File: src/rtl/bus_arbiter_if.sv
// Bus arbitration handshake: per-source requests and owner release in,
// one-hot grant with encoded select and status out.
interface bus_arbiter_if;
    localparam int unsigned N_SRC = 24;
    localparam int unsigned SEL_W = 5;

    logic [N_SRC-1:0] req;
    logic             bus_release;
    logic [N_SRC-1:0] grant;
    logic [SEL_W-1:0] bus_sel;
    logic             busy;
    logic             timeout;

    modport master (
        output req, bus_release,
        input  grant, bus_sel, busy, timeout
    );

    modport slave (
        input  req, bus_release,
        output grant, bus_sel, busy, timeout
    );
endinterface

File: src/rtl/bus_arbiter.sv
// Round-robin owner arbiter for a 24-source shared bus with a hold-time limit
// and a one-cycle turnaround gap between owners.
module bus_arbiter #(
    parameter int unsigned MAX_HOLD = 15
) (
    input  logic         clock,
    input  logic         clear,
    bus_arbiter_if.slave bus
);
    localparam int unsigned N_SRC = 24;
    localparam int unsigned SEL_W = 5;
    localparam int unsigned CNT_W = 8;

    typedef enum logic [1:0] {IDLE, OWN, GAP} state_t;

    state_t           state, state_nxt;
    logic [N_SRC-1:0] grant_q, grant_d;
    logic [SEL_W-1:0] sel_q, sel_d;
    logic [SEL_W-1:0] ptr_q, ptr_d;
    logic [CNT_W-1:0] cnt_q, cnt_d;
    logic             busy_q, busy_d;
    logic             to_q, to_d;

    logic             win_found;
    logic [SEL_W-1:0] win_idx;
    logic [SEL_W:0]   cand;
    logic             owner_req;
    logic             rel_any;
    logic             hold_hit;

    assign owner_req = |(grant_q & bus.req);
    assign rel_any   = bus.bus_release || !owner_req;
    assign hold_hit  = (MAX_HOLD != 0) && (cnt_q == CNT_W'(MAX_HOLD));

    // First set request at or above ptr, wrapping 23 -> 0.
    always_comb begin
        win_found = 1'b0;
        win_idx   = '0;
        cand      = '0;
        for (int i = 0; i < int'(N_SRC); i++) begin
            cand = (SEL_W+1)'(ptr_q) + (SEL_W+1)'(i);
            if (cand >= (SEL_W+1)'(N_SRC)) begin
                cand = cand - (SEL_W+1)'(N_SRC);
            end
            if (!win_found && bus.req[cand[SEL_W-1:0]]) begin
                win_found = 1'b1;
                win_idx   = cand[SEL_W-1:0];
            end
        end
    end

    always_ff @(posedge clock or negedge clear) begin
        if (!clear) begin
            state <= IDLE;
        end else begin
            state <= state_nxt;
        end
    end

    always_comb begin
        state_nxt = state;
        case (state)
            IDLE:    if (win_found) state_nxt = OWN;
            OWN:     if (rel_any || hold_hit) state_nxt = GAP;
            GAP:     state_nxt = IDLE;
            default: state_nxt = IDLE;
        endcase
    end

    // Next values of the registered outputs, pointer and hold counter.
    always_comb begin
        grant_d = grant_q;
        sel_d   = sel_q;
        busy_d  = busy_q;
        to_d    = 1'b0;
        ptr_d   = ptr_q;
        cnt_d   = cnt_q;
        case (state)
            IDLE: begin
                if (win_found) begin
                    grant_d = N_SRC'(1) << win_idx;
                    sel_d   = win_idx + SEL_W'(1);
                    busy_d  = 1'b1;
                    cnt_d   = CNT_W'(1);
                    ptr_d   = (win_idx == SEL_W'(N_SRC - 1)) ? '0 : win_idx + SEL_W'(1);
                end
            end
            OWN: begin
                if (rel_any || hold_hit) begin
                    grant_d = '0;
                    sel_d   = '0;
                    busy_d  = 1'b0;
                    cnt_d   = '0;
                    to_d    = hold_hit && !rel_any;
                end else begin
                    cnt_d = cnt_q + CNT_W'(1);
                end
            end
            default: begin
                grant_d = '0;
                sel_d   = '0;
                busy_d  = 1'b0;
                cnt_d   = '0;
            end
        endcase
    end

    always_ff @(posedge clock or negedge clear) begin
        if (!clear) begin
            grant_q <= '0;
            sel_q   <= '0;
            busy_q  <= 1'b0;
            to_q    <= 1'b0;
            ptr_q   <= '0;
            cnt_q   <= '0;
        end else begin
            grant_q <= grant_d;
            sel_q   <= sel_d;
            busy_q  <= busy_d;
            to_q    <= to_d;
            ptr_q   <= ptr_d;
            cnt_q   <= cnt_d;
        end
    end

    assign bus.grant   = grant_q;
    assign bus.bus_sel = sel_q;
    assign bus.busy    = busy_q;
    assign bus.timeout = to_q;
endmodule

File: src/flat_wrapper.sv
// flat-port wrapper written by rule: the top's interface ports become plain ports
module bus_arbiter_flat 
#(
    parameter int unsigned MAX_HOLD = 15
)
  (clock, clear, bus_req, bus_bus_release, bus_grant, bus_bus_sel, bus_busy, bus_timeout);
  bus_arbiter_if bus_i ();
  input  logic clock;
  input  logic clear;
  input wire logic [$bits(bus_i.req)-1:0] bus_req;
  input wire logic [$bits(bus_i.bus_release)-1:0] bus_bus_release;
  output wire logic [$bits(bus_i.grant)-1:0] bus_grant;
  output wire logic [$bits(bus_i.bus_sel)-1:0] bus_bus_sel;
  output wire logic [$bits(bus_i.busy)-1:0] bus_busy;
  output wire logic [$bits(bus_i.timeout)-1:0] bus_timeout;
  assign bus_i.req = bus_req;
  assign bus_i.bus_release = bus_bus_release;
  assign bus_grant = bus_i.grant;
  assign bus_bus_sel = bus_i.bus_sel;
  assign bus_busy = bus_i.busy;
  assign bus_timeout = bus_i.timeout;
  bus_arbiter #(.MAX_HOLD(MAX_HOLD)) u_core (.clock(clock), .clear(clear), .bus(bus_i));
endmodule
File: config.mk
export PLATFORM = sky130hd
export DESIGN_NAME = bus_arbiter_flat
export DESIGN_NICKNAME = d
export VERILOG_FILES = /design/src/rtl/bus_arbiter_if.sv /design/src/rtl/bus_arbiter.sv /design/src/flat_wrapper.sv
export SDC_FILE = /design/constraint.sdc
export NUM_CORES = 1
export LEC_CHECK = 0
export CAP_MARGIN = 20
export CORE_ASPECT_RATIO = 1.4
export CORE_MARGIN = 4
export CORE_UTILIZATION = 56
export DETAILED_ROUTE_END_ITERATION = 6
export HOLD_SLACK_MARGIN = 0.15
export PLACE_DENSITY = 0.8
export SLEW_MARGIN = 20
export SYNTH_ARGS = -nofsm -noshare
export SYNTH_HDL_FRONTEND = slang
export SYNTH_SLANG_ARGS = --single-unit
File: constraint.sdc
create_clock -name clock -period 5.44 [get_ports clock]
set_clock_uncertainty 0.2 [all_clocks]
set_input_delay 1.088 -clock clock [delete_from_list [all_inputs] [get_ports clock]]
set_output_delay 1.088 -clock clock [all_outputs]
set_load 0.1 [all_outputs]
### After elaboration in Yosys (flattened, before gate mapping)

Index checks and enable logic that the tools add are counted.

* word-level logic and storage cells: 304
* RAM bits: 0
* bits in latches: 0
* output and inout bits: 31
* memory bits (read-only): 0
* bits in registers: 46
* memories: 0
* input port bits: 27

* equality and inequality tests: 5
* reductions and logical operators: 55
* $mul: 0
* div/mod/pow operators: 0
* add/subtract/negate cells: 49
* mux-type cells: 138
* shifts and indexed selects: 1
* $lt $le $gt $ge: 48
* bitwise logic cells: 1

Operator list (number)
* two-way mux 5 bit: 51
* less-than comparator 5 x 6 -> 1 bit, second input constant: 24
* >= comparator 6 x 5 -> 1 bit, second input constant: 23
* binary-select mux 1 bit (select 5 bit): 24
* subtractor 5 bit, second input constant: 24
* two-way mux 1 bit: 52
* adder 5 x 4 -> 6 bit, second input constant: 8
* adder 5 x 5 -> 6 bit, second input constant: 8
* two-way mux 24 bit: 2
* case mux 24 bit (2 select lines): 1
* zero test 1 bit: 25
* adder 5 x 3 -> 6 bit, second input constant: 4
* AND 24 bit: 1
* logical AND 1 bit: 24
* OR reduction 24 bit: 1
* left shift 1 x 5 -> 24 bit, first input constant: 1
* two-way mux 8 bit: 2
* case mux 8 bit (2 select lines): 1
* adder 5 x 2 -> 6 bit, second input constant: 2
* case mux 5 bit (2 select lines): 1
* adder 8 x 1 -> 8 bit, second input constant: 1
* == test 8 x 4 -> 1 bit, second input constant: 1
* adder 5 x 1 -> 6 bit, second input constant: 1
* adder 5 x 1 -> 5 bit, second input constant: 1
* other kinds (10): 14

### Logic depth before layout (Yosys ltp)

Gate-level depths: netlist of the first run.

* depth after elaboration: 77
* mapped depth: 25
* gate-level depth less buffers: 19

### Worst setup path before layout of the first run

No wires, ideal clock.

* path type: reg2reg
* start point: reg u_core.ptr_q[2]
* end point: reg u_core.ptr_q[4]
* data required time: 5144 ps
* setup time: 96 ps
* period minus slack after synthesis: 5634 ps
* path slack: -194 ps
* data arrival time: 5338 ps
* cell stages (with the launch flop): 23
* path buffers: 4
* cells stage by stage: dfrtp_1 > buf_4 > buf_2 > clkbuf_1 > inv_1 > ha_1 > buf_1 > xor2_1 > inv_1 > ha_1 > a211oi_1 > mux2i_1 > mux2_2 > o21ai_0 > nor4b_2 > nor3_1 > o21ai_0 > nor3_1 > a21oi_1 > ha_1 > inv_1 > o31a_1 > o31ai_1

* longest elaborated chain between the ends: 76
* elaborated cells between the ends (all ways): 241
* those cells by class: 48 x add/sub; 24 x order compare; 1 x eq/ne; 121 x mux; 47 x reduce/logical

Ends and longest elaborated chain
* start: declaration: line bus_arbiter.sv:19 `logic [SEL_W-1:0] ptr_q, ptr_d;`
* start signal: assignment: line bus_arbiter.sv:121 `ptr_q <= ptr_d;`
* branches (longest 76 deep; another with adder 5 x 1 -> 6 bit)

Several ways; the timed one is not identified. The select of a mux whose other input is x is not followed.
A chain may end at the register's enable or synchronous reset.

### Worst setup path in the final report of the first run

* start point: in bus_req[2]
* end point: reg u_core.grant_q[0], in the netlist u_core.bus.grant[0]

* longest elaborated chain between the ends: 75
* elaborated cells between the ends (all ways): 153
* those cells by class: 2 x eq/ne; 1 x shift; 98 x mux; 1 x bitwise; 51 x reduce/logical

Ends and longest elaborated chain
* start: declaration: line flat_wrapper.sv:10 `input wire logic [$bits(bus_i.req)-1:0] bus_req;`
* binary-select mux 1 bit (select 5 bit): line bus_arbiter.sv:45 `if (!win_found && bus.req[cand[SEL_W-1:0]]) begin`
* two-way mux 1 bit (not written as such): line bus_arbiter.sv:45
* two-way mux 1 bit: line bus_arbiter.sv:45
* zero test 1 bit: line bus_arbiter.sv:45
* logical AND 1 bit: line bus_arbiter.sv:45
* two-way mux 1 bit: line bus_arbiter.sv:45
* zero test 1 bit: line bus_arbiter.sv:45
* logical AND 1 bit: line bus_arbiter.sv:45
* [59 not listed]
* logical AND 1 bit: line bus_arbiter.sv:45
* two-way mux 1 bit: line bus_arbiter.sv:45
* zero test 1 bit: line bus_arbiter.sv:45
* logical AND 1 bit: line bus_arbiter.sv:45
* two-way mux 5 bit: line bus_arbiter.sv:45
* left shift 1 x 5 -> 24 bit: line bus_arbiter.sv:81 `grant_d = N_SRC'(1) << win_idx;`
* two-way mux 24 bit: line bus_arbiter.sv:80 `if (win_found) begin`
* case mux 24 bit (2 select lines): line bus_arbiter.sv:78 `case (state)`
* end signal: assignment: line bus_arbiter.sv:117 `grant_q <= grant_d;`
* end: declaration: line bus_arbiter.sv:17 `logic [N_SRC-1:0] grant_q, grant_d;`

Several ways; a longest one is shown, not always the timed one. The select of a mux whose other input is x is not followed.

==> results of run 1 <==
-- sequential cells by signal, indices dropped and copies added (netlist names) --
name	cells
u_core.bus.bus_sel	5
u_core.bus.busy	1
u_core.bus.grant	24
u_core.bus.timeout	1
u_core.cnt_q	8
u_core.ptr_q	5
u_core.state	1
-- metrics by stage --
stage          util (%)  TNS, ns  worst slack [ns]  cells
6_report           77.1        0            0.0342   1505
5_1_grt            77.1   -0.719            -0.167   1504
4_1_cts            74.6        0           0.00357   1492
3_5_place_dp       72.9    -8.57            -0.373   1480
3_3_place_gp       72.9    -5.89            -0.263   1480
2_1_floorplan         -        0           0.00368   1066
-- Yosys cell counts, types with 8 or more instances --
cell	n
a2111oi_0	11
a211o_1	9
a211oi_1	18
a21boi_0	9
a21o_1	17
a21oi_1	48
a31oi_1	12
and2_1	12
and3_1	9
buf_2	22
clkbuf_1	25
dfrtp_1	45
ha_1	31
inv_1	28
mux2_2	13
mux2i_1	51
mux4_2	28
nand2_1	112
nand2b_1	24
nand3_1	47
nand3b_1	8
nand4_1	15
nor2_1	67
nor2b_1	12
nor3_1	37
nor4_1	15
o211ai_1	15
o21ai_0	67
o21ai_1	15
o22ai_1	18
or2_2	14
or3_1	17
xnor2_1	26
-- what timing repair did --
action	4_1_cts	5_1_grt
buffers inserted	4	12
endpoints found under the setup margin	28	37
cloned	0	0
gates resized for setup	10	75
pin swaps	3	16
-- how the worst max path moves through the flow --
stage	start	to	slack [ns]	cells after the start
6_report	bus_req[2]	u_core.bus.grant[0]$_DFFE_PN0P_	0.03	21
5_1_grt	bus_req[2]	u_core.bus.grant[0]$_DFFE_PN0P_	-0.17	21
4_1_cts	bus_req[17]	u_core.bus.grant[10]$_DFFE_PN0P_	0.004	19
3_5_place_dp	bus_req[7]	u_core.ptr_q[4]$_DFFE_PN0P_	-0.37	17
3_3_place_gp	bus_req[18]	u_core.ptr_q[4]$_DFFE_PN0P_	-0.26	16
2_1_floorplan	u_core.ptr_q[2]$_DFFE_PN0P_	u_core.ptr_q[4]$_DFFE_PN0P_	0.004	22
-- logic make-up (layout without fill, tap and decap cells) --
group | count (synthesis) | in the layout
and+or+nand+nor | 419 | 419
muxes | 94 | 94
xor gates and xnor gates | 33 | 33
other | 0 | 1
adders and majority gates | 31 | 31
AOI/OAI and AO/OA | 346 | 346
buffers and inverters | 98 | 347
DFF | 45 | 45
-- routing by layer --
metal / routed length (um) / track usage (%)
met5: 0 / 0
met4: 4270 / 32.5
met3: 4070 / 6.75
met2: 17900 / 74.5
met1: 13500 / 51.4
-- tightest hold or removal path, cell delays in order (launching register included) --
cell	delay, ns
dfrtp_1	0.37
nand2_1	0.06
nand2_1	0.06
-- final cells by class --
class,count,share of cell area (%)
Sequential cell,45,10.1
Clock buffer,5,1.12
Clock inverter,3,0.427
Tap cell,189,2.12
Inverter,32,1.12
Timing Repair Buffer,307,23.0
Antenna cell,1,0.0225
Multi-Input combinational cell,923,62.0
==> results.cfg, run 1 <==
[floorplanning]
die_w_um = 110
initial_utilization_pct = 57.0
die_area_um2 = 16700
dieHeight_um = 151
core.rowCount = 52
core_area_um2 = 14400
io-pin-count = 58

[yosys]
synth_xor_area_share_pct = 3.79
synth-compound-area-share_pct = 29.6
synthCells = 1066
ys_types = 100
yosys_warnings = 0
syn-cell-area_um2 = 8230
synth_top_area_share_pct = 13.7
ys_async_sr_fraction_pct = 100
synth_top_family_by_area = compound AO/OA/AOI/OAI gates
synth-main-ff-cell = dfrtp_1
synth_area_leaders = dfrtp_1 14%, mux4_2 7.7%, mux2i_1 6.2%
synthMuxAreaShare_pct = 16.0
syn_nets = 1124
synth_seq_area_share_pct = 13.7
synth_fa_ha_area_share_pct = 4.71
ys_ff_latch = 45
synth-edff-count = 0
syn_area_per_cell_um2 = 7.72
synth-simple-area-share_pct = 26.7
yosysTopAreaCell = dfrtp_1

[drt]
drtPass1Iterations = 6
viasPerCell = 7.14
drtIter0Drc = 1512
drcViolationCount = 0
via_count = 10700
antenna_left = 0
routed_wl_um = 39800
wire_per_inst_um = 26.4

[timing]
max_freq_mhz = 185
period_share_pct = 99.4
layout_min_cycle_time_ns = 5.41
tightest_slew_ns = 1.02
setup_violations = 0
timing.final.hold_violations = 0
maxSlewViolCount = 0
grt_setup_unrepaired = yes
fin_hold_ws_ns = 0.331
slew-limit-headroom_pct = 31.6

[global_route]
antenna_found_initial = 1
grt_max_degree = 57
grt_usage_pct = 44.3
grt_pass1_vias = 10200
grt_pass1_wl_um = 58300
grt_overflow = 0

[run]
drv_cap = 0

[critical_path]
reg2reg_depth = 23
arrival_ns = 5.40
r2r-end = u_core.bus.grant[0]$_DFFE_PN0P_
cp_top_family = buffers and inverters
cp.buffers_inverters = 9
r2r-start = u_core.ptr_q[2]$_DFFE_PN0P_
required_ns = 5.44
critPathMaxStageDelay_ns = 0.49
path_max_fanout = 5
cp_cell_sequence = clkdlybuf4s50_1 > mux4_2 > mux2i_2 > buf_4 > o211a_1 > o32a_1 > nand4_4 > nor4bb_4 > buf_4 > buf_4 > nand4_1 > buf_4 > buf_4 > a2111oi_2 > buf_4 > a31oi_1 > buf_4 > inv_1 > ha_1 > nand2_1 > o21ai_1
ff2ff_setup_slack_ns = 0.08
start_kind = input pin
endpoint_kind = flop
critPathSlowestCell = mux4_2
path_class = input pin to flop
crit_top_cell = buf_4

[min_path]
holdCritPathClass = flop to flop
whs_path_depth = 2
hp-start = u_core.bus.bus_sel[1]$_DFFE_PN0P_
hold_path_end = u_core.bus.bus_sel[1]$_DFFE_PN0P_

[finish]
fillers = 1045
area_growth_pct = 35.3
nets = 1372
final_layout_size_suffix_gt1_share_pct = 29.7
layout_common_cells = 240 x buf_4, 108 x nand2_1, 64 x nor2_1
fin_area_um2 = 11100
multi_input_area_um2 = 6900
mostFrequentLayoutCell = buf_4
regArea_um2 = 1130

[placed_design]
dp_hpwl_um = 29400
place_area_um2 = 10500
routabilityCongestion = 1.08
io_buffers = 57

[clocking]
root_buffer = clkbuf_16
cts_sinks = 45
cts_tree = done
clk_pin_slew_ns = 0.07
clock_latency_ns = 0.30
max-clock-path-buffers = 2
htreeDepth = 2
cts_buffers = 5
postCtsHoldBufs = 0

[status]
status = finished, final reports clean
Power of run 1 is not shown: default switching activity piles up to over one toggle a cycle in this logic, so the estimate is an artifact.
==> inputs of run 2 (changes only) <==
CTS_CLUSTER_DIAMETER = 50   (was unset)
==> results of run 2 <==
Same layout as run 1: the final DEF is identical, and so are final timing and power.
Power of run 2 is left out for the same reason.
==> inputs of run 3 (changes only) <==
GPL_TIMING_DRIVEN = 0   (was unset)
==> run 3 against run 2 <==
The flow now finishes with violations (setup timing). Cell count decreased by 7.0%. Fmax fell by 2.5%. Sequential cell count unchanged. Clock-buffer cell count grew 1. Cell area down 3.2%. Die area did not move. First-iteration DRC count shrank 0.53%.
==> results.cfg, run 3 (synthesis results as in run 1) <==
[finish]
nets = 1267
final_cells = 1399
largest_reg_flops = 24
area_growth_pct = 30.9
layout_common_cells = 110 x nand2_1, 84 x buf_4, 63 x nor2_1
final_layout_size_suffix_gt1_share_pct = 26.6
mostFrequentLayoutCell = nand2_1
insertedDiodeCount = 0

[drt]
drtPass1Iterations = 6
viasPerCell = 7.38
drtIter0Drc = 1504
antenna_left = 0
routed_wl_um = 39800
drcViolationCount = 0
wire_per_inst_um = 28.4
via_count = 10300

[global_route]
antenna_found_initial = 0
grt_usage_pct = 45.3
grt_overflow = 0
grt_pass1_vias = 9732
grt_pass1_wl_um = 57800
grt_max_degree = 25

[clocking]
htreeDepth = 2
max-clock-path-buffers = 2
cts_tree = done
clock_latency_ns = 0.30
cts_sinks = 45
clk_pin_slew_ns = 0.07
root_buffer = clkbuf_16
cts_buffers = 5

[placed_design]
io_buffers = 57
routabilityCongestion = 1.10
dpl_worst_slack_ns = -2.12
dp_cells = 1313
dp_hpwl_um = 28400

[floorplanning]
initial_utilization_pct = 57.0
io-pin-count = 58
core.rowCount = 52
dieHeight_um = 151
die_area_um2 = 16700
core_area_um2 = 14400
die_w_um = 110

[critical_path]
required_ns = 5.45
path_max_fanout = 13
ff2ff_setup_slack_ns = -0.10
cp_cell_sequence = clkinv_4 > clkbuf_16 > ha_1 > xnor2_2 > mux2i_1 > o211a_1 > o2111ai_2 > and3_1 > clkbuf_1 > a2111o_1 > a31oi_1 > o211ai_1 > o41ai_2 > a32oi_2 > o41ai_4 > buf_6 > buf_4 > nand3_4 > o21ai_0
cp.buffers_inverters = 5
arrival_ns = 5.56
endpoint_kind = flop
critPathMaxStageDelay_ns = 0.83
start_kind = flop
path_class = flop to flop
critPathSlowestCell = xnor2_2
cp_top_family = compound AO/OA/AOI/OAI gates

[timing]
setup_violations = 25
grt_setup_unrepaired = yes
slew-limit-headroom_pct = 31.4
layout_min_cycle_time_ns = 5.54
maxSlewViolCount = 0
timing.final.hold_violations = 0
tightest_slew_ns = 1.02
max_freq_mhz = 180
layout_setup_ws_ns = -0.103
period_share_pct = 102

[min_path]
holdCritPathClass = flop to flop

[run]
drv_cap = 0

[status]
status = complete, but fails checks
violations = setup timing
run 3: final timing paths:
| kind | from | end | cells past startpoint |
|---|---|---|---|
| worst max-delay path | u_core.ptr_q[1]$_DFFE_PN0P_ | u_core.bus.grant[6]$_DFFE_PN0P_ | 19 |
| worst min register to register | u_core.bus.bus_sel[0]$_DFFE_PN0P_ | u_core.bus.bus_sel[0]$_DFFE_PN0P_ | 2 |
| max in group asynchronous | clear | u_core.ptr_q[2]$_DFFE_PN0P_ | 2 |
| worst max register to register | u_core.ptr_q[1]$_DFFE_PN0P_ | u_core.bus.grant[6]$_DFFE_PN0P_ | 19 |
| worst min-delay path | u_core.bus.bus_sel[0]$_DFFE_PN0P_ | u_core.bus.bus_sel[0]$_DFFE_PN0P_ | 2 |
| min in group asynchronous | clear | u_core.bus.grant[5]$_DFFE_PN0P_ | 1 |
run 3: layout make-up:
type                       count  area (um2)
tap                          189         236
multi-input combinational    923        7390
buffer                        59         428
clock inverter                 2        15.0
fill                        1113        3670
timing repair buffer         143        1310
inverter                      32         136
clock buffer                   6         129
sequential                    45        1130
run 3: metal layers:
layer,wire length (um),global-route usage (%)
met5,0,0
met4,4970,41.7
met3,4340,8.99
met2,17700,75.0
met1,12800,48.8
run 3: what timing repair did:
item	4_1_cts	5_1_grt
resized for setup	130	100
cloned	0	2
setup buffers	45	38
hold buffers	0	0
endpoints found under the setup margin	43	41
pin swaps	22	33
run 3: per-stage QoR:
stage               instance area [um2]  util [%]  TNS [ns]  hold WS [ns]
floorplan                          8240         -         0         0.269
global placement                   9050      62.7    -74.22         0.264
detailed placement                 9070      62.8    -74.14         0.271
CTS                               10000      69.4   -0.0217         0.292
global route                      10800      74.6     -3.24         0.341
finish                            10800      74.6     -1.47         0.294
run 3: worst register-to-register path, stage by stage (launching register included):
cell       delay [ns]
dfrtp_2          0.41
clkinv_4         0.10
clkbuf_16        0.21
ha_1             0.33
xnor2_2          0.83
mux2i_1          0.32
o211a_1          0.23
o2111ai_2        0.34
and3_1           0.30
clkbuf_1         0.17
a2111o_1         0.43
a31oi_1          0.18
o211ai_1         0.17
o41ai_2          0.12
a32oi_2          0.23
o41ai_4          0.25
buf_6            0.17
buf_4            0.12
nand3_4          0.14
o21ai_0          0.21
Power of run 3 is left out for the same reason.
